==> src/rtl/legv8_multicycle_ctrl.sv <==
// Multicycle LEGv8 control FSM: sequences fetch/decode/exec/mem/write-back over one shared memory port.
// Define LEGV8_CTRL_PERF_EN to add the cycle_cnt / instr_cnt performance counters.
module legv8_multicycle_ctrl #(
   parameter int MEM_TIMEOUT = 16
) (
   input  logic        clk,
   input  logic        reset,
   input  logic [31:0] instr,
   input  logic        zero,
   input  logic        mem_ready,
   output logic        mem_req,
   output logic        mem_we,
   output logic        mem_isel,
   output logic        ir_write,
   output logic        pc_write,
   output logic        pc_src,
   output logic        reg_write,
   output logic        reg2loc,
   output logic        alu_src,
   output logic [3:0]  alu_op,
   output logic        mem_to_reg,
   output logic [1:0]  ext_sel,
   output logic        illegal
`ifdef LEGV8_CTRL_PERF_EN
   ,
   output logic [31:0] cycle_cnt,
   output logic [31:0] instr_cnt
`endif
);

   typedef enum logic [2:0] {
      S_RST, S_FETCH, S_DECODE, S_EXEC, S_MEM, S_WB, S_TRAP
   } state_t;

   typedef enum logic [3:0] {
      C_ILL, C_B, C_CBZ, C_LDUR, C_STUR, C_ADD, C_SUB, C_AND, C_ORR
   } class_t;

   localparam logic [3:0] ALU_AND   = 4'b0000;
   localparam logic [3:0] ALU_ORR   = 4'b0001;
   localparam logic [3:0] ALU_ADD   = 4'b0010;
   localparam logic [3:0] ALU_SUB   = 4'b0110;
   localparam logic [3:0] ALU_PASSB = 4'b0111;

   localparam int TW = (MEM_TIMEOUT > 1) ? $clog2(MEM_TIMEOUT) : 1;
   localparam logic [TW-1:0] TMO_LAST = TW'(MEM_TIMEOUT - 1);

   // fetch_en, br_en and cbz_en are the state-derived halves of the strobes
   // that must also see mem_ready / zero in the same cycle.
   typedef struct packed {
      logic       mem_req;
      logic       mem_we;
      logic       mem_isel;
      logic       fetch_en;
      logic       pc_src;
      logic       br_en;
      logic       cbz_en;
      logic       reg_write;
      logic       reg2loc;
      logic       alu_src;
      logic [3:0] alu_op;
      logic       mem_to_reg;
      logic [1:0] ext_sel;
      logic       illegal;
   } ctrl_t;

   state_t        state_reg, state_next;
   class_t        class_reg, class_next;
   ctrl_t         ctrl_reg, ctrl_next;
   logic [TW-1:0] tmo_reg, tmo_next;
   logic [10:0]   opcode_reg;
   logic          waiting;
   logic          unused_instr_bits;

   assign unused_instr_bits = ^instr[20:0];

   function automatic class_t decode_op(input logic [10:0] op);
      class_t c;
      c = C_ILL;
      if (op[10:5] == 6'b000101)       c = C_B;
      else if (op[10:3] == 8'hB4)      c = C_CBZ;
      else begin
         case (op)
            11'h7C2: c = C_LDUR;
            11'h7C0: c = C_STUR;
            11'h458: c = C_ADD;
            11'h658: c = C_SUB;
            11'h450: c = C_AND;
            11'h550: c = C_ORR;
            default: c = C_ILL;
         endcase
      end
      return c;
   endfunction

   function automatic ctrl_t ctrl_for(input state_t s, input class_t c);
      ctrl_t o;
      o = '0;
      case (s)
         S_FETCH: begin
            o.mem_req  = 1'b1;
            o.mem_isel = 1'b1;
            o.fetch_en = 1'b1;
         end
         S_EXEC: begin
            case (c)
               C_ADD: o.alu_op = ALU_ADD;
               C_SUB: o.alu_op = ALU_SUB;
               C_AND: o.alu_op = ALU_AND;
               C_ORR: o.alu_op = ALU_ORR;
               C_LDUR, C_STUR: begin
                  o.alu_op  = ALU_ADD;
                  o.alu_src = 1'b1;
                  o.ext_sel = 2'b11;
               end
               C_CBZ: begin
                  o.alu_op  = ALU_PASSB;
                  o.reg2loc = 1'b1;
                  o.ext_sel = 2'b10;
                  o.pc_src  = 1'b1;
                  o.cbz_en  = 1'b1;
               end
               C_B: begin
                  o.ext_sel = 2'b01;
                  o.pc_src  = 1'b1;
                  o.br_en   = 1'b1;
               end
               default: ;
            endcase
         end
         S_MEM: begin
            o.mem_req = 1'b1;
            o.mem_we  = (c == C_STUR);
         end
         S_WB: begin
            o.reg_write  = 1'b1;
            o.mem_to_reg = (c == C_LDUR);
         end
         S_TRAP: o.illegal = 1'b1;
         default: ;
      endcase
      return o;
   endfunction

   assign waiting = ctrl_reg.mem_req & ~mem_ready;

   always_comb begin
      state_next = state_reg;
      class_next = class_reg;
      tmo_next   = '0;
      case (state_reg)
         S_RST:    state_next = S_FETCH;
         S_FETCH:  if (mem_ready) state_next = S_DECODE;
         S_DECODE: begin
            class_next = decode_op(opcode_reg);
            state_next = (class_next == C_ILL) ? S_TRAP : S_EXEC;
         end
         S_EXEC: begin
            case (class_reg)
               C_LDUR, C_STUR: state_next = S_MEM;
               C_CBZ, C_B:     state_next = S_FETCH;
               default:        state_next = S_WB;
            endcase
         end
         S_MEM:    if (mem_ready) state_next = (class_reg == C_LDUR) ? S_WB : S_FETCH;
         S_WB:     state_next = S_FETCH;
         S_TRAP:   state_next = S_TRAP;
         default:  state_next = S_RST;
      endcase
      // A completing access never reaches this branch, so completion beats the timeout.
      if (waiting) begin
         if (tmo_reg == TMO_LAST) state_next = S_TRAP;
         else                     tmo_next = tmo_reg + 1'b1;
      end
      ctrl_next = ctrl_for(state_next, class_next);
   end

   always_ff @(posedge clk) begin
      if (reset) begin
         state_reg  <= S_RST;
         class_reg  <= C_ILL;
         ctrl_reg   <= '0;
         tmo_reg    <= '0;
         opcode_reg <= '0;
      end else begin
         state_reg <= state_next;
         class_reg <= class_next;
         ctrl_reg  <= ctrl_next;
         tmo_reg   <= tmo_next;
         if (ir_write) opcode_reg <= instr[31:21];
      end
   end

   assign mem_req    = ctrl_reg.mem_req;
   assign mem_we     = ctrl_reg.mem_we;
   assign mem_isel   = ctrl_reg.mem_isel;
   assign ir_write   = ctrl_reg.fetch_en & mem_ready;
   assign pc_write   = (ctrl_reg.fetch_en & mem_ready) | ctrl_reg.br_en | (ctrl_reg.cbz_en & zero);
   assign pc_src     = ctrl_reg.pc_src;
   assign reg_write  = ctrl_reg.reg_write;
   assign reg2loc    = ctrl_reg.reg2loc;
   assign alu_src    = ctrl_reg.alu_src;
   assign alu_op     = ctrl_reg.alu_op;
   assign mem_to_reg = ctrl_reg.mem_to_reg;
   assign ext_sel    = ctrl_reg.ext_sel;
   assign illegal    = ctrl_reg.illegal;

`ifdef LEGV8_CTRL_PERF_EN
   logic [31:0] cycle_cnt_reg, instr_cnt_reg;
   logic        retire;

   assign retire = (state_next == S_FETCH) &&
                   (state_reg == S_EXEC || state_reg == S_MEM || state_reg == S_WB);

   always_ff @(posedge clk) begin
      if (reset) begin
         cycle_cnt_reg <= '0;
         instr_cnt_reg <= '0;
      end else if (state_reg != S_TRAP) begin
         cycle_cnt_reg <= cycle_cnt_reg + 32'd1;
         if (retire) instr_cnt_reg <= instr_cnt_reg + 32'd1;
      end
   end

   assign cycle_cnt = cycle_cnt_reg;
   assign instr_cnt = instr_cnt_reg;
`endif

endmodule

==> config.mk <==
export PLATFORM = sky130hd
export DESIGN_NAME = legv8_multicycle_ctrl
export DESIGN_NICKNAME = d
export VERILOG_FILES = /design/src/rtl/legv8_multicycle_ctrl.sv
export SDC_FILE = /design/constraint.sdc
export NUM_CORES = 1
export LEC_CHECK = 0
export ABC_CLOCK_PERIOD_IN_PS = 2000
export CAP_MARGIN = 20
export CORE_MARGIN = 2
export CORE_UTILIZATION = 30
export CTS_CLUSTER_DIAMETER = 30
export CTS_CLUSTER_SIZE = 14
export DETAILED_ROUTE_END_ITERATION = 7
export GPL_ROUTABILITY_DRIVEN = 0
export PLACE_DENSITY = 0.56
export SYNTH_ARGS = -nofsm -noshare
export SYNTH_HDL_FRONTEND = slang
export SYNTH_SLANG_ARGS = --single-unit
==> constraint.sdc <==
create_clock -name clk -period 2 [get_ports clk]
set_clock_uncertainty 0.1 [all_clocks]
set_input_delay 0.2 -clock clk [delete_from_list [all_inputs] [get_ports clk]]
set_output_delay 0.2 -clock clk [all_outputs]
set_load 0.02 [all_outputs]
# --- Yosys cells after proc, flatten, opt, wreduce, memory -nomap -nowiden ---
# Cells that the tools add are included.
word_totals:
  reg_bits: 39
  inputBits: 36
  output_inout_bits: 17
  word_cells: 95
classes:
  addsub: 1
  n_eq_ne: 31
  mux: 23
  n_bitwise: 10
  n_reduce_logical: 13
ops:
  columns: ["cell", "n"]
  rows:
  - ["$eq 11x11->1 const B", 6]
  - ["$pmux 4 s6", 1]
  - ["$eq 3x3->1 const B", 6]
  - ["$mux 3", 6]
  - ["$pmux 3 s6", 1]
  - ["$reduce_or 2->1", 9]
  - ["$eq 4x2->1 const B", 4]
  - ["$eq 4x3->1 const B", 4]
  - ["$mux 4", 4]
  - ["$pmux 3 s4", 1]
  - ["$eq 3x2->1 const B", 3]
  - ["$eq 4x1->1 const B", 2]
  - ["$eq 4x4->1 const B", 2]
  - ["$eq 8x8->1 const B", 1]
  - ["$mux 1", 7]
  - ["$eq 3x1->1 const B", 2]
  - ["$eq 6x3->1 const B", 1]
  - ["$pmux 2 s3", 1]
  - ["$pmux 3 s2", 1]
  - ["$reduce_or 3->1", 2]
  - ["$not 1->1", 5]
  - ["$add 4x1->4 const B", 1]
  - ["$logic_not 4->1", 1]
  - ["$and 1x1->1", 3]
  - ["other kinds (3)", 4]

# --- Longest topological paths before layout ---
# Gate-level depths: netlist of run 1.
logic_depth:
  depth_word: 13
  mapped_depth: 7
  ltp_nobuf: 7

# --- Worst setup path after synthesis of run 1 ---
# OpenSTA, ideal clock, no wires.
synth_timing:
  path_kind: "register -> register"
  start: "reg opcode_reg[3]"
  end: "reg ctrl_reg (netlist bit mem_we)"
  t_arrival_ns: 1.900
  required_ns: 1.812
  path_slack_ns: -0.088
  path_stages_with_launch: 7
  path_buffers: 0
  period_less_slack_ns: 2.088
  cell_sequence: "dfxtp_1 nand2b_4 or3_4 o311ai_4 o21ai_2 or3_4 nor4_4"
synth_via:
  elab_chain_cells: 13
  elab_cells_between_ends: 21
  classes_between: "eq/ne: 9; mux: 9; bitwise: 1; reduce/logical: 2"
synth_lines:
  columns: ["element", "line_no", "source"]
  rows:
  - ["start: declaration", "71", "logic [10:0] opcode_reg;"]
  - ["start signal: assignment", "190", "if (ir_write) opcode_reg <= instr[31:21];"]
  - ["$eq 11x11->1", "83", "case (op)"]
  - ["$pmux 4 s6", "83", null]
  - ["$mux 4 (*)", "81", "else if (op[10:3] == 8'hB4) c = C_CBZ;"]
  - ["$mux 4 (*)", "80", "if (op[10:5] == 6'b000101) c = C_B;"]
  - ["$mux 4 (*)", "151", "case (state_reg)"]
  - ["$logic_not 4->1", "156", "state_next = (class_next == C_ILL) ? S_TRAP : S_EXEC;"]
  - ["$mux 3", "156", null]
  - ["$pmux 3 s6", "151", null]
  - ["$mux 3", "172", "if (tmo_reg == TMO_LAST) state_next = S_TRAP;"]
  - ["$mux 3", "171", "if (waiting) begin"]
  - ["$eq 3x3->1", "99", "case (s)"]
  - ["$not 1->1 (no source line)", null, null]
  - ["$reduce_or 2->1 (no source line)", null, null]
  - ["end signal: assignment", "188", "ctrl_reg <= ctrl_next;"]
  - ["end: declaration", "69", "ctrl_t ctrl_reg, ctrl_next;"]
# Every way passes the cells marked *; elsewhere a longest branch is shown, timed or not. The select of a mux whose other input is x is not followed.
# A chain may end at the register's enable or synchronous reset.

# --- Worst setup path in the final report of run 1 ---
layout_timing:
  start: "reg opcode_reg[3]"
  end: "reg ctrl_reg (netlist bit alu_op[1])"
layout_via:
  elab_chain_cells: 13
  elab_cells_between_ends: 28
  classes_between: "eq/ne: 14; mux: 10; bitwise: 1; reduce/logical: 3"
layout_lines:
  columns: ["element", "line_no"]
  rows:
  - ["$eq 11x11->1", "83"]
  - ["$pmux 4 s6", "83"]
  - ["$mux 4 (*)", "81"]
  - ["$mux 4 (*)", "80"]
  - ["$mux 4 (*)", "151"]
  - ["$logic_not 4->1", "156"]
  - ["$mux 3", "156"]
  - ["$pmux 3 s6", "151"]
  - ["$mux 3", "172"]
  - ["$mux 3", "171"]
  - ["$eq 3x2->1", "99"]
  - ["$not 1->1 (no source line)", null]
  - ["$reduce_or 2->1 (no source line)", null]
# Marks and branches as above.

==> results of run 1 <==
-- worst max-delay path by stage --
stage / depth (start not counted) / endpoint
final: 6 / alu_op[1]
after global routing: 7 / alu_op[1]
after CTS: 8 / alu_op[0]
after detailed placement: 6 / mem_to_reg
after global placement: 6 / mem_to_reg
after floorplan: 5 / mem_we
-- layout make-up --
| class | count | area (um2) | share of cell area (%) |
|---|---|---|---|
| Timing Repair Buffer | 68 | 604 | 22.7 |
| Inverter | 4 | 15.0 | 0.563 |
| Clock inverter | 2 | 37.5 | 1.41 |
| Sequential cell | 37 | 754 | 28.3 |
| Clock buffer | 6 | 82.6 | 3.10 |
| Tap cell | 72 | 90.1 | 3.38 |
| Multi-Input combinational cell | 142 | 1080 | 40.6 |
-- kinds of logic after synthesis --
| group | Yosys count | share of synthesized area, % |
|---|---|---|
| AND/OR/NAND/NOR | 95 | 31.8 |
| AO/OA/AOI/OAI | 39 | 16.8 |
| flip-flops | 37 | 42.4 |
| buffers and inverters | 15 | 5.08 |
| XOR/XNOR | 6 | 3.01 |
| adder cells (fa/ha/maj) | 1 | 0.716 |
| other | 1 | 0.215 |
-- synth_stat cells (2+ instances only) --
cell       n
dfxtp_1   37
nand2_1   36
a21oi_1   19
nor2_1    16
buf_4      6
nand3_1    6
inv_1      4
nand2b_1   4
nor3_1     4
nor3b_1    4
xnor2_1    4
a31oi_1    3
clkbuf_1   3
a211oi_1   2
and2b_2    2
nor2b_1    2
o211ai_1   2
o22ai_1    2
or2_2      2
or3_4      2
xor2_1     2
-- repair_timing --
action	4_1_cts	5_1_grt
resized for setup	20	24
setup endpoints to repair	16	18
buffers inserted	7	2
pin swaps	8	19
-- metrics by stage --
step           total power [mW]  area, um2  setup slack, ns  cells
2_1_floorplan             0.999       1760           0.0426    194
3_3_place_gp               1.14       2290           -0.154    314
3_5_place_dp               1.14       2290           -0.141    314
4_1_cts                    1.83       2550          -0.0631    329
5_1_grt                    1.94       2670           -0.150    331
6_report                   1.84       2670          -0.0542    331
-- report_power, final --
group          leakage [nW]  switching [mW]  internal (mW)
sequential            0.305          0.0342          0.772
combinational         0.635           0.179          0.181
clock                0.0574           0.267          0.405
-- critical path, cell delays in order, from the launching register on --
cell      delay, ns
dfxtp_2        0.32
nand2b_4       0.14
or3_4          0.42
o211ai_1       0.18
o211ai_1       0.14
a211o_2        0.45
a211oi_2       0.21
-- layer usage --
layer / up-vias / GRT usage, % / part of all wire [%] / wire length (um)
met5: - / 0 / 0 / 0
met4: 0 / 5.76 / 1.6 / 63
met3: 9 / 3.26 / 3.3 / 133
met2: 22 / 20.8 / 47 / 1910
met1: 703 / 16.7 / 48 / 1920
li1: 800 / - / - / -
-- placed cells by master, fill, tap and decap left out, drive strengths merged, types with 3 or more instances in the layout --
cell type / n
a21oi: 19
a31oi: 3
buf: 38
clkbuf: 6
clkdlybuf4s50: 30
dfxtp: 37
inv: 4
nand2: 37
nand2b: 5
nand3: 6
nor2: 16
nor3: 5
nor3b: 4
o21ai: 3
or3: 3
xnor2: 4
==> reports/qor.txt, run 1 <==
First-pass GRT wire length = 6.51 mm
CTS sink cnt = 37
Yosys top cell area share = 42.4%
Clock slew at reported path FFs = 0.08 ns
Seq/Total Area, Yosys = 42.4%
Drt first pass iters = 4
Max-cap violations = 0
Die area = 0.00645 mm2
Ys Warns = 0
Post-Syn Area = 0.00175 mm2
Worst hold slack = 0.349 ns
TritonCTS buffer count = 5
Post-layout minimum cycle time = 2.05 ns
N_diodes = 0
Worst R2R Start = opcode_reg[3]
Sum Neg Setup Slack = -0.181 ns
Unrepaired setup endpoints after global routing = true
Die Span X = 80.3 um
Drc violations = 0
Initial Utilization = 31.4%
Post-synth EDFFs = 0
Crit Reg-Reg Endpoint = alu_op[1]
Routed WL per cell = 12.2 um
Yosys reg bits = 37
Port Buffer Count = 30
Tcrit/Tclk final = 103%
CTS tree = built
Final Setup Violations = 6
H-tree levels = 2
# hold bufs at CTS = 0
CP max FO = 8
Max Fclk = 0.487 GHz
HP Start = instr[21]
Worst hold path type = input pin to register
Reg2reg path depth = 6
Vias in the first global route = 1461
Post-synth ARST share = 0%
Hold path endpoint = opcode_reg[0]
# rows = 27
Pwr dens = 690 mW/mm2
Leak Pwr = 0.997 nW
Initial antenna violation count = 0
Dominant cells by area after synthesis = dfxtp_1, nand2_1, a21oi_1, nor2_1, buf_4
Synthesized Nets = 231
Filler cells = 530
Via count = 1534
Final Util = 47.8%
Clock root buffer = clkbuf_8
Main synth FF type = dfxtp_1
WP data arrival = 2.17 ns
Grt ovf = 0
Share of layout cells above drive strength 1 = 37.5%
Worst endpoint required time = 2.11 ns
Final slew viol count = 0
Core footprint = 0.00557 mm2
# nets final = 295
Antenna viol nets, final = 0
Clk_lat worst skew = 0.29 ns
Yosys top cell by area = dfxtp_1
Worst Setup Start Kind = register
GRT Total Usage = 13.1%
Detailed Place HPWL = 2.86 mm
Via density = 4.63
DR iter-0 viols = 71
CP startpoint = opcode_reg[3]
Worst vdd ir = 0.000389 V
Clock buffer depth = 2
Worst hold path depth = 3
P&R area growth vs syn = 52.5%
# IOs = 53
Setup CP Type = register to register
Post-Syn Area per Cell = 9.01 um2
Max reg flops = 11
Post-synthesis cell type count = 53
WL final = 4.03 mm
Synthesized instance count = 194
Status = complete, but fails checks
Crit path capture type = register
Failing checks = setup timing
Reg2Reg Setup Slack = -0.05 ns
Die Span Y = 80.3 um
Largest net degree at the start of global routing = 21
Final hold viol count = 0
Final worst slack = -0.0542 ns
Note: power is estimated with default switching activity, not from simulation.
==> run 2: changes to the inputs <==
- CORE_UTILIZATION: 30 -> 42
- PLACE_DENSITY: 0.56 -> 0.75
==> run 2 against run 1 <==
Compared with the run above:
- the run still ends with setup timing left
- register-to-register slack improved by 0.05 ns
- count of clock-buffer cells in the layout did not move
- first-iteration DRC count rose by 13%
==> reports/qor.txt, run 2 (same netlist as run 1, synthesis figures left out) <==
Leak Pwr = 0.962 nW
Hold path endpoint = tmo_reg[0]
Max Fclk = 0.498 GHz
Die Span Y = 68.5 um
Filler cells = 326
N_diodes = 0
Clk_lat worst skew = 0.29 ns
DR iter-0 viols = 80
Setup CP Type = register to register
CP max FO = 8
Clock buffer depth = 2
CP Cell Sequence = nor4b_4 > buf_6 > nand2_4 > o32a_4 > o21ai_4 > buf_12 > xnor2_2 > nor4b_2
Register Area = 757 um2
Unrepaired setup endpoints after global routing = true
Port Buffer Count = 30
# rows = 23
Max reg flops = 11
Worst R2R Start = opcode_reg[0]
Worst slack, placed = -0.128 ns
Initial antenna violation count = 0
Non-Filler Instances = 297
Max-cap violations = 0
Initial Utilization = 43.7%
Reg2reg path depth = 8
Worst hold path depth = 1
Final hold viol count = 0
First-pass GRT wire length = 6.69 mm
# hold bufs at CTS = 0
Overall power = 1.83 mW
Worst Setup Start Kind = register
# IOs = 53
Critical path's top delay family = simple AND/OR/NAND/NOR gates
Area occupied by multi-input gates = 0.00110 mm2
Failing checks = setup timing
Die Span X = 68.5 um
Clock slew at reported path FFs = 0.07 ns
Worst hold path type = register to register
CTS tree = built
Via count = 1532
Cell total after placement = 286
Crit-path max cell delay = 0.37 ns
Met3 Use GR = 5.36%
Most common cell after layout, fill and taps aside = nand2_1
WL final = 4.13 mm
Via density = 5.16
Crit Reg-Reg Endpoint = alu_op[0]
Die area = 0.00469 mm2
Fin area = 0.00257 mm2
Worst endpoint required time = 2.11 ns
Gr busiest metal = met2
Final Setup Violations = 2
CTS sink cnt = 37
DP Area = 0.00222 mm2
Grt ovf = 0
Drt first pass iters = 6
P&R area growth vs syn = 47.0%
Worst vdd ir = 0.00101 V
Antenna viol nets, final = 0
Commonest non-fill, non-tap cells in the layout = nand2_1, clkdlybuf4s50_1, dfxtp_1
Final worst slack = -0.00911 ns
CP Buf/Inv Count = 2
Crit path capture type = register
GRT Total Usage = 19.4%
Routed WL per cell = 13.9 um
# nets final = 283
Core footprint = 0.00400 mm2
H-tree levels = 2
Reg2Reg Setup Slack = -0.009 ns
TritonCTS buffer count = 5
Post-layout minimum cycle time = 2.01 ns
Share of layout cells above drive strength 1 = 36.0%
Status = complete, but fails checks
Largest net degree at the start of global routing = 21
Grt met1 use = 23.8%
Met2 usage = 31.5%
HP Start = tmo_reg[0]
WP data arrival = 2.12 ns
Clock root buffer = clkbuf_8
Final slew viol count = 0
Slowest CP cell = o32a_4
Pwr dens = 714 mW/mm2
Detailed Place HPWL = 2.74 mm
Drc violations = 0
Tcrit/Tclk final = 100%
Vias in the first global route = 1506
## run 2: layer usage
layer	routed length [um]	vias to the layer above
met1	1780	710
li1	-	773
met4	115	0
met5	0	-
met2	2040	40
met3	206	9
## run 2: final cells by class
class,instances,area share [%]
clock buffer,6,3.21
clock inverter,2,1.46
inverter,4,0.585
multi-input combinational,142,42.8
sequential,37,29.5
tap,50,2.44
timing repair buffer,56,20.0
## run 2: repair_timing
action                                  in CTS  in global routing
hold endpoints to repair                     0                  0
endpoints found under the setup margin      13                 16
gates resized for setup                     16                 29
setup buffers                                1                  2
pin swaps                                    9                 13
## run 2: report_power, final
part / switching, mW / internal (mW) / total, mW
Sequential: 0.0359 / 0.773 / 0.809
Combinational: 0.181 / 0.172 / 0.353
Clock: 0.266 / 0.405 / 0.671
Total: 0.483 / 1.35 / 1.83
## run 2: how the worst max path moves through the flow
| stage | depth (start not counted) | start | endpoint | slack [ns] |
|---|---|---|---|---|
| final | 8 | opcode_reg[0] | alu_op[0] | -0.009 |
| after CTS | 7 | opcode_reg[5] | mem_to_reg | -0.02 |
| after global routing | 6 | opcode_reg[3] | alu_op[2] | -0.12 |
| after global placement | 7 | mem_ready | pc_src | -0.13 |
| after floorplan | 5 | state_reg[2] | mem_we | 0.04 |
| after detailed placement | 7 | mem_ready | pc_src | -0.13 |
## run 2: stage by stage
stage | utilization (%) | hold WS [ns] | TNS (ns)
global route | 64.2 | 0.365 | -0.773
global placement | 55.5 | 0.334 | -1.04
CTS | 60.9 | 0.346 | -0.0665
finish | 64.2 | 0.353 | -0.0116
detailed placement | 55.5 | 0.347 | -1.15
floorplan | - | 0.228 | 0
